File: src/rtl/i2s_pkg.sv
// Shared definitions for the I2S receiver: FSM states, channel codes and
// synchronizer depth.
package i2s_pkg;

    typedef enum logic [1:0] {
        IDLE  = 2'd0,
        SHIFT = 2'd1,
        HOLD  = 2'd2
    } state_t;

    localparam logic CH_LEFT  = 1'b0;
    localparam logic CH_RIGHT = 1'b1;

    localparam int unsigned SYNC_STAGES = 2;

endpackage

File: src/rtl/i2s_sync.sv
// Multi-bit flop-chain synchronizer with synchronous active-low reset.
// Each bit is an independent single-bit crossing.
module i2s_sync
    import i2s_pkg::*;
#(
    parameter int unsigned WIDTH  = 1,
    parameter int unsigned STAGES = SYNC_STAGES
) (
    input  logic             clk,
    input  logic             resetn,
    input  logic [WIDTH-1:0] d,
    output logic [WIDTH-1:0] q
);

    logic [WIDTH-1:0] stage [STAGES];

    always_ff @(posedge clk) begin
        if (!resetn) begin
            for (int unsigned i = 0; i < STAGES; i++) begin
                stage[i] <= '0;
            end
        end else begin
            stage[0] <= d;
            for (int unsigned i = 1; i < STAGES; i++) begin
                stage[i] <= stage[i-1];
            end
        end
    end

    assign q = stage[STAGES-1];

endmodule

File: src/rtl/i2s_rx.sv
// I2S receiver: oversamples bclk/lrclk/sdin in the clk domain and emits one
// parallel word per channel slot with a single-cycle valid strobe.
module i2s_rx
    import i2s_pkg::*;
#(
    parameter int unsigned DATA_WIDTH = 24
) (
    input  logic                  clk,
    input  logic                  resetn,
    input  logic                  i2s_bclk,
    input  logic                  i2s_lrclk,
    input  logic                  i2s_sdin,
    output logic [DATA_WIDTH-1:0] i2s_data_out,
    output logic                  i2s_data_valid,
    output logic                  i2s_data_ch,
    output logic                  frame_err
);

    localparam int unsigned       CNT_W    = $clog2(DATA_WIDTH);
    localparam logic [CNT_W-1:0]  LAST_BIT = CNT_W'(DATA_WIDTH - 1);

    logic [2:0] sync_q;
    logic       bclk_s, lrclk_s, sdin_s;
    logic       bclk_prev, lr_prev;
    logic       bclk_rise, ws_edge;

    state_t                state, state_n;
    logic [CNT_W-1:0]      cnt, cnt_n;
    logic [DATA_WIDTH-2:0] shreg, shreg_n;
    logic                  ch, ch_n;
    logic                  done, err;

    i2s_sync #(
        .WIDTH (3),
        .STAGES(SYNC_STAGES)
    ) u_sync (
        .clk   (clk),
        .resetn(resetn),
        .d     ({i2s_bclk, i2s_lrclk, i2s_sdin}),
        .q     (sync_q)
    );

    assign bclk_s  = sync_q[2];
    assign lrclk_s = sync_q[1];
    assign sdin_s  = sync_q[0];

    assign bclk_rise = bclk_s & ~bclk_prev;
    assign ws_edge   = bclk_rise & (lrclk_s ^ lr_prev);

    always_ff @(posedge clk) begin
        if (!resetn) begin
            bclk_prev <= 1'b0;
            lr_prev   <= 1'b0;
        end else begin
            bclk_prev <= bclk_s;
            if (bclk_rise) begin
                lr_prev <= lrclk_s;
            end
        end
    end

    always_comb begin
        state_n = state;
        cnt_n   = cnt;
        shreg_n = shreg;
        ch_n    = ch;
        done    = 1'b0;
        err     = 1'b0;
        if (bclk_rise) begin
            case (state)
                IDLE, HOLD: begin
                    if (ws_edge) begin
                        state_n = SHIFT;
                        ch_n    = lrclk_s ? CH_RIGHT : CH_LEFT;
                        cnt_n   = '0;
                    end
                end
                SHIFT: begin
                    if (cnt == LAST_BIT) begin
                        // Completing bit may coincide with the next slot's ws_edge.
                        done    = 1'b1;
                        state_n = ws_edge ? SHIFT : HOLD;
                        if (ws_edge) begin
                            ch_n  = lrclk_s ? CH_RIGHT : CH_LEFT;
                            cnt_n = '0;
                        end
                    end else if (ws_edge) begin
                        err     = 1'b1;
                        state_n = SHIFT;
                        ch_n    = lrclk_s ? CH_RIGHT : CH_LEFT;
                        cnt_n   = '0;
                    end else begin
                        shreg_n = {shreg[DATA_WIDTH-3:0], sdin_s};
                        cnt_n   = cnt + 1'b1;
                    end
                end
                default: state_n = IDLE;
            endcase
        end
    end

    always_ff @(posedge clk) begin
        if (!resetn) begin
            state          <= IDLE;
            cnt            <= '0;
            shreg          <= '0;
            ch             <= CH_LEFT;
            i2s_data_out   <= '0;
            i2s_data_valid <= 1'b0;
            i2s_data_ch    <= CH_LEFT;
            frame_err      <= 1'b0;
        end else begin
            state          <= state_n;
            cnt            <= cnt_n;
            shreg          <= shreg_n;
            ch             <= ch_n;
            i2s_data_valid <= done;
            if (done) begin
                i2s_data_out <= {shreg, sdin_s};
                i2s_data_ch  <= ch;
            end
            if (err) begin
                frame_err <= 1'b1;
            end
        end
    end

endmodule

File: config.mk
export PLATFORM = sky130hd
export DESIGN_NAME = i2s_rx
export DESIGN_NICKNAME = d
export VERILOG_FILES = /design/src/rtl/i2s_pkg.sv /design/src/rtl/i2s_sync.sv /design/src/rtl/i2s_rx.sv
export SDC_FILE = /design/constraint.sdc
export NUM_CORES = 1
export LEC_CHECK = 0
export ABC_AREA = 1
export CORE_MARGIN = 2
export CORE_UTILIZATION = 58
export DETAILED_ROUTE_END_ITERATION = 8
export PLACE_DENSITY = 0.83
export SYNTH_ARGS = -nofsm -noshare
export SYNTH_HDL_FRONTEND = slang
export SYNTH_HIERARCHICAL = 1
export SYNTH_SLANG_ARGS = --single-unit
export TNS_END_PERCENT = 5
File: constraint.sdc
create_clock -name clk -period 2.8 [get_ports clk]
set_clock_uncertainty 0.05 [all_clocks]
set_input_delay 0.42 -clock clk [delete_from_list [all_inputs] [get_ports clk]]
set_output_delay 0.42 -clock clk [all_outputs]
set_load 0.005 [all_outputs]
==> PnR_summary.wiki <==
{| class="wikitable"
! Metric !! Value
|-
| Global route total overflow || 0
|-
| Overall global routing resource usage || 0.2171
|-
| DRT iter0 DRCs || 144
|-
| FILL cells || 322
|-
| Residual DRC count || 0
|-
| Max Fclk || 579.4 MHz
|-
| Post-route worst setup slack || 1074 ps
|-
| Area share of the largest cell type after synthesis || 0.5336
|-
| Antenna Cells || 0
|-
| Ratio of total power to cell area || 661.3 mW/mm2
|-
| Ranking of synthesized cells by area || sky130_fd_sc_hd__dfxtp_1 (53%), sky130_fd_sc_hd__nand2_1 (9.7%), sky130_fd_sc_hd__nor2_1 (9.6%)
|-
| Routability cong. || 0.8911
|-
| Inserted Clock Buffers || 9
|-
| Via count of the first global-routing pass || 1837
|-
| Number of maximum-capacitance violations || 0
|-
| Tightest Hold Check Type || flop to flop
|-
| Antenna Nets Post-Route || 0
|-
| Share of async-settable or async-resettable flops after synthesis || 0
|-
| Syn Std Cell Area || 0.002476 mm2
|-
| PostCTS Resize Cnt || 0
|-
| Worst-Margin Slew || 475.8 ps
|-
| Worst setup slack before clock tree synthesis || 1103 ps
|-
| Startpoint types || flop
|-
| Final setup fails || 0
|-
| Core box area || 0.004058 mm2
|-
| Rows || 23
|-
| Shortest clock period the worst path allows after layout || 1726 ps
|-
| Horizontal die dimension || 69.34 um
|-
| Headroom to the max-slew limit || 0.6825
|-
| Post-detailed-routing wire length || 4.889 mm
|-
| Number of levels in the clock H-tree || 3
|-
| Mapped Cells || 313
|-
| CTS tree || built
|-
| Sequential element share of the synthesized area || 0.5336
|-
| Cell with the most instances after synthesis || sky130_fd_sc_hd__dfxtp_1
|-
| # IOs || 32
|-
| Setup Total Neg Slack || 0 ps
|-
| Effective utilization at floorplan || 0.6102
|-
| Static Leakage || 1.164 nW
|-
| Number of pins with negative max-slew slack in the final report || 0
|-
| Worst-skew pair later-pin latency || 350 ps
|-
| Clock Tree Buf Depth || 2
|-
| Post-synth top cells || sky130_fd_sc_hd__dfxtp_1 (66), sky130_fd_sc_hd__nand2_1 (64), sky130_fd_sc_hd__nor2_1 (63)
|-
| Router iterations before antenna repair || 4
|-
| Setup CP Type || flop to flop
|-
| Root buffer cell || sky130_fd_sc_hd__clkbuf_8
|-
| Register bit count reported by yosys || 66
|-
| Number of synthesized flops with an enable pin || 0
|-
| Mean post-synth cell area || 7.911 um2
|-
| Unrepaired setup endpoints after global routing || false
|-
| Hold_ws || 363.1 ps
|-
| Die Outline Area || 0.004808 mm2
|-
| Yosys warns || 6
|-
| Fraction of final layout cells with drive strength greater than 1 || 0.09538
|-
| Req. time, crit path || 3030 ps
|-
| Layout-stage area growth over the synthesis result || 21.37%
|-
| Final core utilization || 0.7407
|-
| Crit Path Max Fanout || 27
|-
| Final cycle utilization of the critical path || 0.6164
|-
| Run status || completed
|-
| Global-route wire length before repair || 8.176 mm
|-
| Number of antenna violations at the first check in global routing || 0
|-
| Chip Height || 69.34 um
|-
| Most used flip-flop cell after synthesis || sky130_fd_sc_hd__dfxtp_1
|-
| Post-synthesis cell type count || 22
|-
| Area of the multi-input gates || 974.7 um2
|-
| Half-perimeter wire length after detailed placement || 2.951 mm
|-
| Worst IR drop on VDD || 0.4044 mV
|-
| Sequential cell area || 0.001321 mm2
|-
| Total clock sinks || 66
|-
| Number of nets in the layout || 347
|-
| CTS clk-pin slew, worst paths || 70 ps
|-
| Post-CTS setup buffer count || 0
|-
| Count of input and output buffers || 31
|-
| Category of the worst setup path capture point || flop
|-
| Pin count of the biggest net entering global routing || 39
|-
| Average wire length per cell after detail routing || 12.35 um
|-
| Arrival @ worst endpoint || 1960 ps
|-
| Hold Violations, Final || 0
|-
| Syn nets || 319
|-
| Average vias per placed instance || 5.157
|-
| Cell accounting for the most synthesized area || sky130_fd_sc_hd__dfxtp_1
|-
| CTS Hold Bufs || 0
|-
| Routed vias || 2042
|}
path summary, 6_finish.rpt:
path	start	endpoint	slack [ps]	depth (start not counted)
max reg2reg	cnt[0]	i2s_data_out[15]	1070	7
min	u_sync/stage[0][1]	u_sync/stage[0][4]	360	2
max	cnt[0]	i2s_data_out[15]	1070	7
min reg2reg	u_sync/stage[0][1]	u_sync/stage[0][4]	360	2
metal layers:
| metal | GRT usage | wire [um] | vias to the layer above | part of all wire |
|---|---|---|---|---|
| li1 | - | - | 1044 | - |
| met1 | 0.2663 | 2126 | 926 | 0.43 |
| met2 | 0.3483 | 2375 | 60 | 0.49 |
| met3 | 0.04797 | 298 | 12 | 0.061 |
| met4 | 0.1307 | 89 | 0 | 0.018 |
| met5 | 0 | 0 | - | 0 |
layout by cell type (no fill, tap or decap):
cell / n
sky130_fd_sc_hd__clkbuf_8: 10
sky130_fd_sc_hd__ha_1: 1
sky130_fd_sc_hd__nor2_4: 1
sky130_fd_sc_hd__inv_6: 1
sky130_fd_sc_hd__bufinv_16: 3
sky130_fd_sc_hd__nor2_2: 1
sky130_fd_sc_hd__clkinv_1: 1
sky130_fd_sc_hd__nand2_1: 64
sky130_fd_sc_hd__inv_1: 14
sky130_fd_sc_hd__o21ai_0: 31
sky130_fd_sc_hd__dfxtp_1: 66
sky130_fd_sc_hd__nand2_2: 4
sky130_fd_sc_hd__clkinv_4: 1
sky130_fd_sc_hd__clkdlybuf4s50_1: 31
sky130_fd_sc_hd__nor2_8: 2
sky130_fd_sc_hd__inv_2: 4
sky130_fd_sc_hd__nand2_4: 2
sky130_fd_sc_hd__and3_1: 1
sky130_fd_sc_hd__clkinv_2: 1
sky130_fd_sc_hd__nand3_2: 1
sky130_fd_sc_hd__nand3_1: 6
sky130_fd_sc_hd__xor2_1: 1
sky130_fd_sc_hd__nor3_1: 2
sky130_fd_sc_hd__nor2_1: 63
sky130_fd_sc_hd__a21oi_1: 32
sky130_fd_sc_hd__buf_4: 2
state kept, by name (all words and copies together) (netlist names), 2 cells and up:
| signal | count |
|---|---|
| u_sync/stage | 6 |
| i2s_data_out | 24 |
| state | 2 |
| shreg | 23 |
| cnt | 5 |
stage by stage:
step                      instance area, um2  power, mW  cells
after floorplan                         2476      1.005    313
after CTS                               3005      1.998    396
after global placement                  2755      1.018    380
final                                   3005      1.988    396
after global routing                    3005      2.053    396
after detailed placement                2755      1.020    380
power by group:
group	internal (mW)	switching, mW
Combinational	0.0167	0.0343
Sequential	0.945	0.00333
Clock	0.618	0.370
logic make-up (layout without fill, tap and decap cells):
kind of cell | Yosys count | count (layout) | share of synthesized area
AND/OR/NAND/NOR | 147 | 147 | 0.2577
AO/OA/AOI/OAI | 63 | 63 | 0.1273
XOR/XNOR | 1 | 1 | 0.003538
buffers and inverters | 35 | 68 | 0.07276
adder cells (fa/ha/maj) | 1 | 1 | 0.005052
flip-flops | 66 | 66 | 0.5336
worst max-delay path, cell delays in order (launching register included):
cell and delay, ps:
sky130_fd_sc_hd__dfxtp_1 380, sky130_fd_sc_hd__ha_1 200, sky130_fd_sc_hd__nand2_2 90, sky130_fd_sc_hd__nor2_4 180, sky130_fd_sc_hd__nand2_4 180, sky130_fd_sc_hd__inv_2 360
sky130_fd_sc_hd__nor2_1 80, sky130_fd_sc_hd__nor2_1 130
area by class of cell:
class | count | area share
clock buffers | 10 | 0.04580
clock inverters | 6 | 0.03747
inverters | 19 | 0.02373
multi-input cells | 212 | 0.3243
flip-flops and latches | 66 | 0.4396
well taps | 50 | 0.02082
repair buffers | 33 | 0.1082
No activity file was read; power rests on OpenSTA's default activity.
